**src/rtl/riscv_pkg.sv**
```systemverilog
// Shared RV32 definitions for the execute and memory stages: opcodes, access
// widths, LSU fault codes and LSU states, plus the access legality checks.
package riscv_pkg;

    typedef enum logic [6:0] {
        OP_LOAD     = 7'b0000011,
        OP_MISC_MEM = 7'b0001111,
        OP_IMM      = 7'b0010011,
        OP_AUIPC    = 7'b0010111,
        OP_STORE    = 7'b0100011,
        OP_REG      = 7'b0110011,
        OP_LUI      = 7'b0110111,
        OP_BRANCH   = 7'b1100011,
        OP_JALR     = 7'b1100111,
        OP_JAL      = 7'b1101111,
        OP_SYSTEM   = 7'b1110011
    } opcode_e;

    localparam logic [2:0] F3_B  = 3'd0;
    localparam logic [2:0] F3_H  = 3'd1;
    localparam logic [2:0] F3_W  = 3'd2;
    localparam logic [2:0] F3_BU = 3'd4;
    localparam logic [2:0] F3_HU = 3'd5;

    typedef enum logic [1:0] {
        FAULT_NONE     = 2'd0,
        FAULT_MISALIGN = 2'd1,
        FAULT_ILLEGAL  = 2'd2,
        FAULT_TIMEOUT  = 2'd3
    } fault_e;

    typedef enum logic [1:0] {
        LSU_IDLE = 2'd0,
        LSU_REQ  = 2'd1,
        LSU_DONE = 2'd2
    } lsu_state_e;

    // Stores only have signed-width encodings; loads add the unsigned variants.
    function automatic logic f3_legal(input logic is_store, input logic [2:0] f3);
        logic ok;
        ok = (f3 == F3_B) || (f3 == F3_H) || (f3 == F3_W);
        if (!is_store) begin
            ok = ok || (f3 == F3_BU) || (f3 == F3_HU);
        end
        return ok;
    endfunction

    function automatic logic misaligned(input logic [2:0] f3, input logic [1:0] offset);
        logic mis;
        case (f3[1:0])
            2'b01:   mis = offset[0];
            2'b10:   mis = (offset != 2'b00);
            default: mis = 1'b0;
        endcase
        return mis;
    endfunction

endpackage

```
**src/rtl/lsu_load_align.sv**
```systemverilog
// Selects the addressed byte/half/word from a memory read word and sign- or
// zero-extends it according to the load funct3.
module lsu_load_align (
    input  logic [31:0] rdata,
    input  logic [1:0]  offset,
    input  logic [2:0]  funct3,
    output logic [31:0] ext_value_c
);
    import riscv_pkg::*;

    logic [7:0]  byte_sel;
    logic [15:0] half_sel;

    always_comb begin
        byte_sel = rdata[7:0];
        case (offset)
            2'd1:    byte_sel = rdata[15:8];
            2'd2:    byte_sel = rdata[23:16];
            2'd3:    byte_sel = rdata[31:24];
            default: byte_sel = rdata[7:0];
        endcase
        half_sel = offset[1] ? rdata[31:16] : rdata[15:0];
    end

    always_comb begin
        ext_value_c = rdata;
        case (funct3)
            F3_B:    ext_value_c = {{24{byte_sel[7]}}, byte_sel};
            F3_H:    ext_value_c = {{16{half_sel[15]}}, half_sel};
            F3_BU:   ext_value_c = {24'd0, byte_sel};
            F3_HU:   ext_value_c = {16'd0, half_sel};
            default: ext_value_c = rdata;
        endcase
    end

endmodule

```
**src/rtl/load_store_unit.sv**
```systemverilog
// Memory-access stage: one request/ready data-memory transaction per LOAD/STORE,
// with store lane generation, load extraction and fault reporting.
module load_store_unit #(
    parameter int unsigned MEM_TIMEOUT = 64
) (
    input  logic        clk,
    input  logic        reset,
    input  logic        start,
    input  logic [6:0]  op_code,
    input  logic [2:0]  funct3,
    input  logic [31:0] alu_result,
    input  logic [31:0] store_data,
    output logic        mem_req,
    output logic        mem_we,
    output logic [31:0] mem_addr,
    output logic [3:0]  mem_wmask,
    output logic [31:0] mem_wdata,
    input  logic        mem_ready,
    input  logic [31:0] mem_rdata,
    output logic        busy,
    output logic        done,
    output logic [31:0] load_value,
    output logic [1:0]  fault
);
    import riscv_pkg::*;

    localparam int unsigned CNT_W = (MEM_TIMEOUT > 1) ? $clog2(MEM_TIMEOUT) : 1;
    localparam logic [CNT_W-1:0] CNT_LAST = CNT_W'(MEM_TIMEOUT - 1);

    lsu_state_e        state_q, state_d;
    logic [CNT_W-1:0]  cnt_q, cnt_d;
    logic              is_load_q, is_load_d;
    logic [2:0]        funct3_q, funct3_d;
    logic [1:0]        offset_q, offset_d;
    logic              mem_req_q, mem_req_d;
    logic              mem_we_q, mem_we_d;
    logic [31:0]       mem_addr_q, mem_addr_d;
    logic [3:0]        mem_wmask_q, mem_wmask_d;
    logic [31:0]       mem_wdata_q, mem_wdata_d;
    logic              busy_q, busy_d;
    logic              done_q, done_d;
    logic [31:0]       load_value_q, load_value_d;
    logic [1:0]        fault_q, fault_d;

    logic              in_is_load, in_is_store;
    logic [3:0]        st_wmask;
    logic [31:0]       st_wdata;
    logic [31:0]       aligned_c;

    assign in_is_load  = (op_code == OP_LOAD);
    assign in_is_store = (op_code == OP_STORE);

    // Store byte lanes from the incoming address; only legal widths reach REQ.
    always_comb begin
        st_wmask = 4'b1111;
        st_wdata = store_data;
        case (funct3)
            F3_B: begin
                st_wmask = 4'(4'b0001 << alu_result[1:0]);
                st_wdata = {4{store_data[7:0]}};
            end
            F3_H: begin
                st_wmask = alu_result[1] ? 4'b1100 : 4'b0011;
                st_wdata = {2{store_data[15:0]}};
            end
            default: ;
        endcase
    end

    lsu_load_align u_align (
        .rdata       (mem_rdata),
        .offset      (offset_q),
        .funct3      (funct3_q),
        .ext_value_c (aligned_c)
    );

    always_comb begin
        state_d      = state_q;
        cnt_d        = cnt_q;
        is_load_d    = is_load_q;
        funct3_d     = funct3_q;
        offset_d     = offset_q;
        mem_req_d    = mem_req_q;
        mem_we_d     = mem_we_q;
        mem_addr_d   = mem_addr_q;
        mem_wmask_d  = mem_wmask_q;
        mem_wdata_d  = mem_wdata_q;
        busy_d       = busy_q;
        done_d       = 1'b0;
        load_value_d = load_value_q;
        fault_d      = fault_q;

        case (state_q)
            LSU_IDLE: begin
                if (start) begin
                    is_load_d  = in_is_load;
                    funct3_d   = funct3;
                    offset_d   = alu_result[1:0];
                    mem_addr_d = {alu_result[31:2], 2'b00};
                    busy_d     = 1'b1;
                    if (!in_is_load && !in_is_store) begin
                        state_d      = LSU_DONE;
                        done_d       = 1'b1;
                        fault_d      = FAULT_NONE;
                        load_value_d = 32'd0;
                    end else if (!f3_legal(in_is_store, funct3)) begin
                        state_d = LSU_DONE;
                        done_d  = 1'b1;
                        fault_d = FAULT_ILLEGAL;
                    end else if (misaligned(funct3, alu_result[1:0])) begin
                        state_d = LSU_DONE;
                        done_d  = 1'b1;
                        fault_d = FAULT_MISALIGN;
                    end else begin
                        state_d     = LSU_REQ;
                        cnt_d       = '0;
                        mem_req_d   = 1'b1;
                        mem_we_d    = in_is_store;
                        mem_wmask_d = in_is_store ? st_wmask : 4'b0000;
                        mem_wdata_d = in_is_store ? st_wdata : 32'd0;
                    end
                end
            end
            LSU_REQ: begin
                // A ready in the final allowed cycle still wins over the timeout.
                if (mem_ready) begin
                    state_d     = LSU_DONE;
                    mem_req_d   = 1'b0;
                    mem_we_d    = 1'b0;
                    mem_wmask_d = 4'b0000;
                    done_d      = 1'b1;
                    fault_d     = FAULT_NONE;
                    if (is_load_q) begin
                        load_value_d = aligned_c;
                    end
                end else if (cnt_q == CNT_LAST) begin
                    state_d     = LSU_DONE;
                    mem_req_d   = 1'b0;
                    mem_we_d    = 1'b0;
                    mem_wmask_d = 4'b0000;
                    done_d      = 1'b1;
                    fault_d     = FAULT_TIMEOUT;
                end else begin
                    cnt_d = cnt_q + CNT_W'(1);
                end
            end
            LSU_DONE: begin
                state_d = LSU_IDLE;
                busy_d  = 1'b0;
            end
            default: begin
                state_d   = LSU_IDLE;
                mem_req_d = 1'b0;
                busy_d    = 1'b0;
            end
        endcase
    end

    always_ff @(posedge clk) begin
        if (reset) begin
            state_q      <= LSU_IDLE;
            cnt_q        <= '0;
            is_load_q    <= 1'b0;
            funct3_q     <= 3'd0;
            offset_q     <= 2'd0;
            mem_req_q    <= 1'b0;
            mem_we_q     <= 1'b0;
            mem_addr_q   <= 32'd0;
            mem_wmask_q  <= 4'd0;
            mem_wdata_q  <= 32'd0;
            busy_q       <= 1'b0;
            done_q       <= 1'b0;
            load_value_q <= 32'd0;
            fault_q      <= 2'd0;
        end else begin
            state_q      <= state_d;
            cnt_q        <= cnt_d;
            is_load_q    <= is_load_d;
            funct3_q     <= funct3_d;
            offset_q     <= offset_d;
            mem_req_q    <= mem_req_d;
            mem_we_q     <= mem_we_d;
            mem_addr_q   <= mem_addr_d;
            mem_wmask_q  <= mem_wmask_d;
            mem_wdata_q  <= mem_wdata_d;
            busy_q       <= busy_d;
            done_q       <= done_d;
            load_value_q <= load_value_d;
            fault_q      <= fault_d;
        end
    end

    assign mem_req    = mem_req_q;
    assign mem_we     = mem_we_q;
    assign mem_addr   = mem_addr_q;
    assign mem_wmask  = mem_wmask_q;
    assign mem_wdata  = mem_wdata_q;
    assign busy       = busy_q;
    assign done       = done_q;
    assign load_value = load_value_q;
    assign fault      = fault_q;

endmodule

```
**config.mk**
```make
export PLATFORM = sky130hd
export DESIGN_NAME = load_store_unit
export DESIGN_NICKNAME = d
export VERILOG_FILES = /design/src/rtl/riscv_pkg.sv /design/src/rtl/lsu_load_align.sv /design/src/rtl/load_store_unit.sv
export SDC_FILE = /design/constraint.sdc
export NUM_CORES = 1
export LEC_CHECK = 0
export ABC_CLOCK_PERIOD_IN_PS = 2100
export BUFFER_PORTS_ARGS = -buffer_cell sky130_fd_sc_hd__buf_4
export CORE_ASPECT_RATIO = 1.25
export CORE_MARGIN = 2
export CORE_UTILIZATION = 45
export DETAILED_ROUTE_END_ITERATION = 8
export HOLD_SLACK_MARGIN = 0.12
export MAX_ROUTING_LAYER = met4
export PLACE_DENSITY_LB_ADDON = 0.3
export SLEW_MARGIN = 0
export SYNTH_ARGS = -nofsm -noshare
export SYNTH_HDL_FRONTEND = slang
export SYNTH_HIERARCHICAL = 1
export SYNTH_SLANG_ARGS = --single-unit
```
**constraint.sdc**
```tcl
create_clock -name clk -period 2.1 [get_ports clk]
set_clock_uncertainty 0.15 [all_clocks]
set_input_delay 0.315 -clock clk [delete_from_list [all_inputs] [get_ports clk]]
set_output_delay 0.315 -clock clk [all_outputs]
set_load 0.05 [all_outputs]
```
; Word level (Yosys, flattened, before mapping)
; Index checks and enable logic that the tools add are counted.
[totals]
register_bits = 118
output_inout_bits = 106
word_cells = 140
inputBits = 110
[op_classes]
n_bitwise = 4
n_eq_ne = 28
n_mux = 71
add_sub_neg = 1
shift = 1
reduce_logical = 21
[op_table]
columns = op, n
row1 = two-way mux 32 bit, 5
row2 = case mux 32 bit (2 select lines), 2
row3 = case mux 32 bit (4 select lines), 1
row4 = two-way mux 6 bit, 6
row5 = two-way mux 4 bit, 8
row6 = two-way mux 1 bit, 25
row7 = two-way mux 2 bit, 12
row8 = case mux 8 bit (3 select lines), 1
row9 = "inequality test 2 bit, second input constant", 9
row10 = two-way mux 16 bit, 1
row11 = case mux 4 bit (2 select lines), 2
row12 = "equality test 3 bit, second input constant", 4
row13 = case mux 6 bit (2 select lines), 1
row14 = AND reduction 6 bit, 2
row15 = AND reduction 5 bit, 2
row16 = "equality test 2 bit, second input constant", 4
row17 = case mux 1 bit (2 select lines), 4
row18 = case mux 2 bit (2 select lines), 2
row19 = "equality test 7 x 2 -> 1 bit, second input constant", 1
row20 = "equality test 7 x 6 -> 1 bit, second input constant", 1
row21 = AND reduction 7 bit, 1
row22 = "adder 6 x 1 -> 6 bit, second input constant", 1
row23 = "equality test 2 x 1 -> 1 bit, second input constant", 3
row24 = "equality test 3 x 1 -> 1 bit, second input constant", 2
row25 = other kinds (15), 26

; Longest topological paths before layout
[depth]
depth_word = 18
depth_mapped = 10
mapped_depth_nobuf = 7

; By module
; Netlist, hierarchy kept.
[modules_own_cells]
columns = module, cells_each, seq_area_each_um2, area_per_inst_um2, n_inst
row1 = load_store_unit, 602, 2362.3, 5101.1, 1
row2 = lsu_load_align, 113, 0.0, 651.9, 1

; Least setup slack after synthesis
; OpenSTA, ideal clock, no wires.
[synth_path]
kind = input -> register
start = input funct3[0]
end = register mem_wmask_q[0] (netlist: mem_wmask[0])
slack_ps = -24
cell_stages = 10
t_arrival_ps = 1844
path_buffers = 3
setup_time_ps = 130
required_time_ps = 1820
cell_sequence = inv_1 -> ha_1 -> buf_4 -> nor3_1 -> a21o_4 -> or4_1 -> buf_6 -> buf_6 -> nand4b_1 -> o31ai_1
[synth_between]
elab_chain_len = 11
word_cells_on_any_way = 30
classes_between = eq/ne (8) / mux (16) / reduce/logical (6)
[synth_rtl]
columns = element, line
row1 = from (decl), load_store_unit.sv:10  ; input logic [2:0] funct3,
row2 = equality test 3 x 1 -> 1 bit or zero test 3 bit (tied branches), "riscv_pkg.sv:41, load_store_unit.sv:57"
row3 = logical OR 1 bit (2 in series), riscv_pkg.sv:41  ; ok = (f3 == F3_B) || (f3 == F3_H) || (f3 == F3_W);
row4 = logical OR 1 bit (2 in series), riscv_pkg.sv:43  ; ok = ok || (f3 == F3_BU) || (f3 == F3_HU);
row5 = two-way mux 1 bit, riscv_pkg.sv:42  ; if (!is_store) begin
row6 = two-way mux 1 bit, load_store_unit.sv:101  ; if (!in_is_load && !in_is_store) begin
row7 = two-way mux 1 bit, load_store_unit.sv:95  ; if (start) begin
row8 = two-way mux 1 bit, load_store_unit.sv:93  ; case (state_q)
row9 = inequality test 2 bit (no source line), -
row10 = AND reduction 6 bit (no source line), -
row11 = to (signal assigned), load_store_unit.sv:184  ; mem_wmask_q <= mem_wmask_d;
row12 = to (decl), load_store_unit.sv:38  ; logic [3:0] mem_wmask_q, mem_wmask_d;
; Parallel ways exist; a longest one is shown, timed or not. The select of a mux whose other input is x is not followed.
; A chain may end at the register's enable or synchronous reset.

; Worst setup path in the final report
[layout_path]
start = input alu_result[1]
end = register mem_wmask_q[1] (netlist: mem_wmask[1])
[layout_between]
elab_chain_len = 8
word_cells_on_any_way = 17
classes_between = eq/ne (1) / shift (1) / mux (13) / reduce/logical (2)
[layout_rtl]
columns = element, line
row1 = from (decl), load_store_unit.sv:11  ; input logic [31:0] alu_result,
row2 = "nonzero test 2 bit, or another cell as far along", riscv_pkg.sv:52  ; 2'b10: mis = (offset != 2'b00);
row3 = case mux 1 bit (2 select lines) or case mux 4 bit (2 select lines) (tied branches), "riscv_pkg.sv:50, load_store_unit.sv:57"
row4 = two-way mux 1 bit or two-way mux 4 bit (tied branches), "load_store_unit.sv:106, load_store_unit.sv:119"
row5 = two-way mux 1 bit or two-way mux 4 bit (tied branches), "load_store_unit.sv:101, load_store_unit.sv:110"
row6 = two-way mux 1 bit or two-way mux 4 bit (tied branches), "load_store_unit.sv:95, load_store_unit.sv:106"
row7 = two-way mux 1 bit or two-way mux 4 bit (tied branches), "load_store_unit.sv:93, load_store_unit.sv:101"
row8 = inequality test 2 bit (no source line) or two-way mux 4 bit (tied branches), -
row9 = AND reduction 6 bit (no source line) or case mux 4 bit (2 select lines) (tied branches), -
; Parallel ways exist; a longest one is shown, timed or not. The select of a mux whose other input is x is not followed.

==> out/qor.csv <==
metric,value,unit
diodes,0,
syn_area,5750,um^2
powerDensity,692,nW/um^2
syn_area_per_cell,8.05,um^2
hold_depth,4,
fin_crit_sh,93.5,%
ys_seq_elements,118,
grt_max_degree,38,
synthDistinctLibCells,51,
final_cell_mix,"249 x buf_4, 164 x nand2_1, 118 x dfxtp_1",
maxSlewViolCount,0,
cts_buffers,17,
crit_path_start_kind,primary input,
cts_resized,0,
criticalPathCategory,in2reg,
rsz0062_at_grt,no,
hold_path_class,in2reg,
drc,0,
place_worst_setup_slack,-0.123,ns
status,completed,
numPortBuffers,213,
dieWidth,105,um
antenna_found_initial,0,
setup_slack,0.136,ns
rows,46,
critical_path_arrival,2.09,ns
hold_violations,0,
htreeDepth,4,
async_flop_share,0,%
via_per_inst,5.25,
syn_to_final_growth,49.3,%
coreArea,12600,um^2
routed_wl,18100,um
place_area,7620,um^2
netlist_top_cells_area,"dfxtp_1 41%, nand2_1 11%, mux2i_1 7.5%",
max_cap_violations,0,
layout-drive-gt1-share,31.5,%
ys_warn_count,6,
nNetsFinal,1084,
stdcell_area,8590,um^2
cts_sinks,118,
synthCells,715,
firstDrtPassIters,4,
max-vdd-ir-drop,466,uV
clk_pin_slew,0.05,ns
die-height,130,um
endpoint_kind,flip-flop,
yosysSeqAreaShare,41.1,%
final.min_clock_period,1.96,ns
grt_pass1_wl,28100,um
worst-path-max-fanout,25,
fmax,509,MHz
hpwl,12200,um
place.gp.congestion,0.855,
dieArea,13700,um^2
post-synth-top-area-cell,dfxtp_1,
first_global_vias,5813,
yosysTopAreaCellShare,41.1,%
power.leakage,0.00379,uW
synth_edf_count,0,
critPathRequiredTime,2.23,ns
fill_cells,1054,
cts_tree,built,
initial_utilization,45.6,%
dr.first_iter.drc_count,291,
pin_count,216,
cts_buffer_depth,2,
clock_latency,0.40,ns
cts-root-buf,clkbuf_16,
total_power,5950,uW
grt-ovfl-total,0,
reg2regPathDepth,8,
ant_nets,0,
post_drt_wl_per_cell,15.7,um
vias,6038,
synth_ff_type,dfxtp_1,
final_common_cell,buf_4,
grt_usage,26.5,%
finalSetupViolations,0,
==> path summary, 6_finish.rpt <==
kind / start / to / slack (ns)
min: funct3[1] / funct3_q[1]$_SDFFE_PP0P_ / 0.13
min reg2reg: mem_wdata[22]$_SDFFE_PP0P_ / mem_wdata[22]$_SDFFE_PP0P_ / 0.30
max reg2reg: state_q[1]$_SDFFE_PP0P_ / mem_wdata[6]$_SDFFE_PP0P_ / 0.18
max: alu_result[1] / mem_wmask[1]$_SDFFE_PP0P_ / 0.14
==> Yosys cell counts (all sizes together), types with 2 or more instances <==
cell	n
and2	33
nand2b	8
o2111ai	8
nand2	165
a22oi	8
clkbuf	34
mux2	10
a21oi	86
o21bai	3
nor2	41
nor4	2
a22o	8
mux2i	43
xor2	4
nor3	12
and3	2
nand3	36
nor2b	14
dfxtp	118
nand4	3
nand4b	4
inv	4
ha	4
o31ai	5
o21ai	19
buf	25
==> routing by layer <==
metal / up-vias / part of all wire (%) / track usage (%)
met5: - / 0 / -
met4: 0 / 3.2 / 10.8
met3: 46 / 6.9 / 6.25
met2: 256 / 51 / 45.9
met1: 2798 / 39 / 29.7
li1: 2938 / - / -
==> state kept, by name, summed over array words and instances (netlist names) <==
name / count
offset_q: 2
cnt_q: 6
mem_wdata: 32
load_value: 32
busy: 1
mem_wmask: 4
state_q: 2
mem_we: 1
mem_req: 1
is_load_q: 1
mem_addr: 30
done: 1
fault: 2
funct3_q: 3
==> worst max-delay path, cell delays in order <==
cell           delay, ns
dlygate4sd3_1       0.54
buf_4               0.16
nand2_1             0.07
a21boi_1            0.09
or4_4               0.56
buf_12              0.18
nand4b_1            0.09
o31ai_1             0.07
==> area by class of cell <==
cell class	count	area, um^2	share of cell area (%)
multi-input cells	535	3090	35.9
repair buffers	294	2370	27.6
flip-flops and latches	118	2360	27.5
clock buffers	19	433	5.04
well taps	168	210	2.45
clock inverters	13	109	1.27
inverters	4	15.0	0.175
==> power by group <==
group	internal, uW	switching, uW	total (uW)
registers	2290	29.4	2320
logic	429	541	970
clock network	1620	1040	2660
==> per-stage QoR <==
stage                     utilization (%)  hold WS, ns  TNS (ns)  std cells
final                                68.2        0.131         0       1151
after CTS                            67.9        0.123         0       1149
after global placement               60.4        0.289     -2.02       1077
after global routing                 68.2        0.145         0       1151
after detailed placement             60.4        0.295     -3.63       1077
after floorplan                         -        0.283         0        716
==> logic make-up (layout without fill, tap and decap cells) <==
logic type,count (synthesis),in the layout,synth area share (%)
buffers and inverters,63,330,5.72
AO/OA/AOI/OAI,145,145,15.1
XOR/XNOR,5,5,0.761
adder cells (fa/ha/maj),4,4,0.870
flip-flops,118,118,41.1
AND/OR/NAND/NOR,325,325,26.6
other,1,2,0.0652
multiplexers,54,54,9.83
==> what timing repair did <==
item                                   in CTS  in global routing
setup buffers                               0                  1
hold buffers                               40                  0
endpoints found under the hold margin      40                  0
setup endpoints to repair                   0                  3
Note: power is estimated with default switching activity, not from simulation.
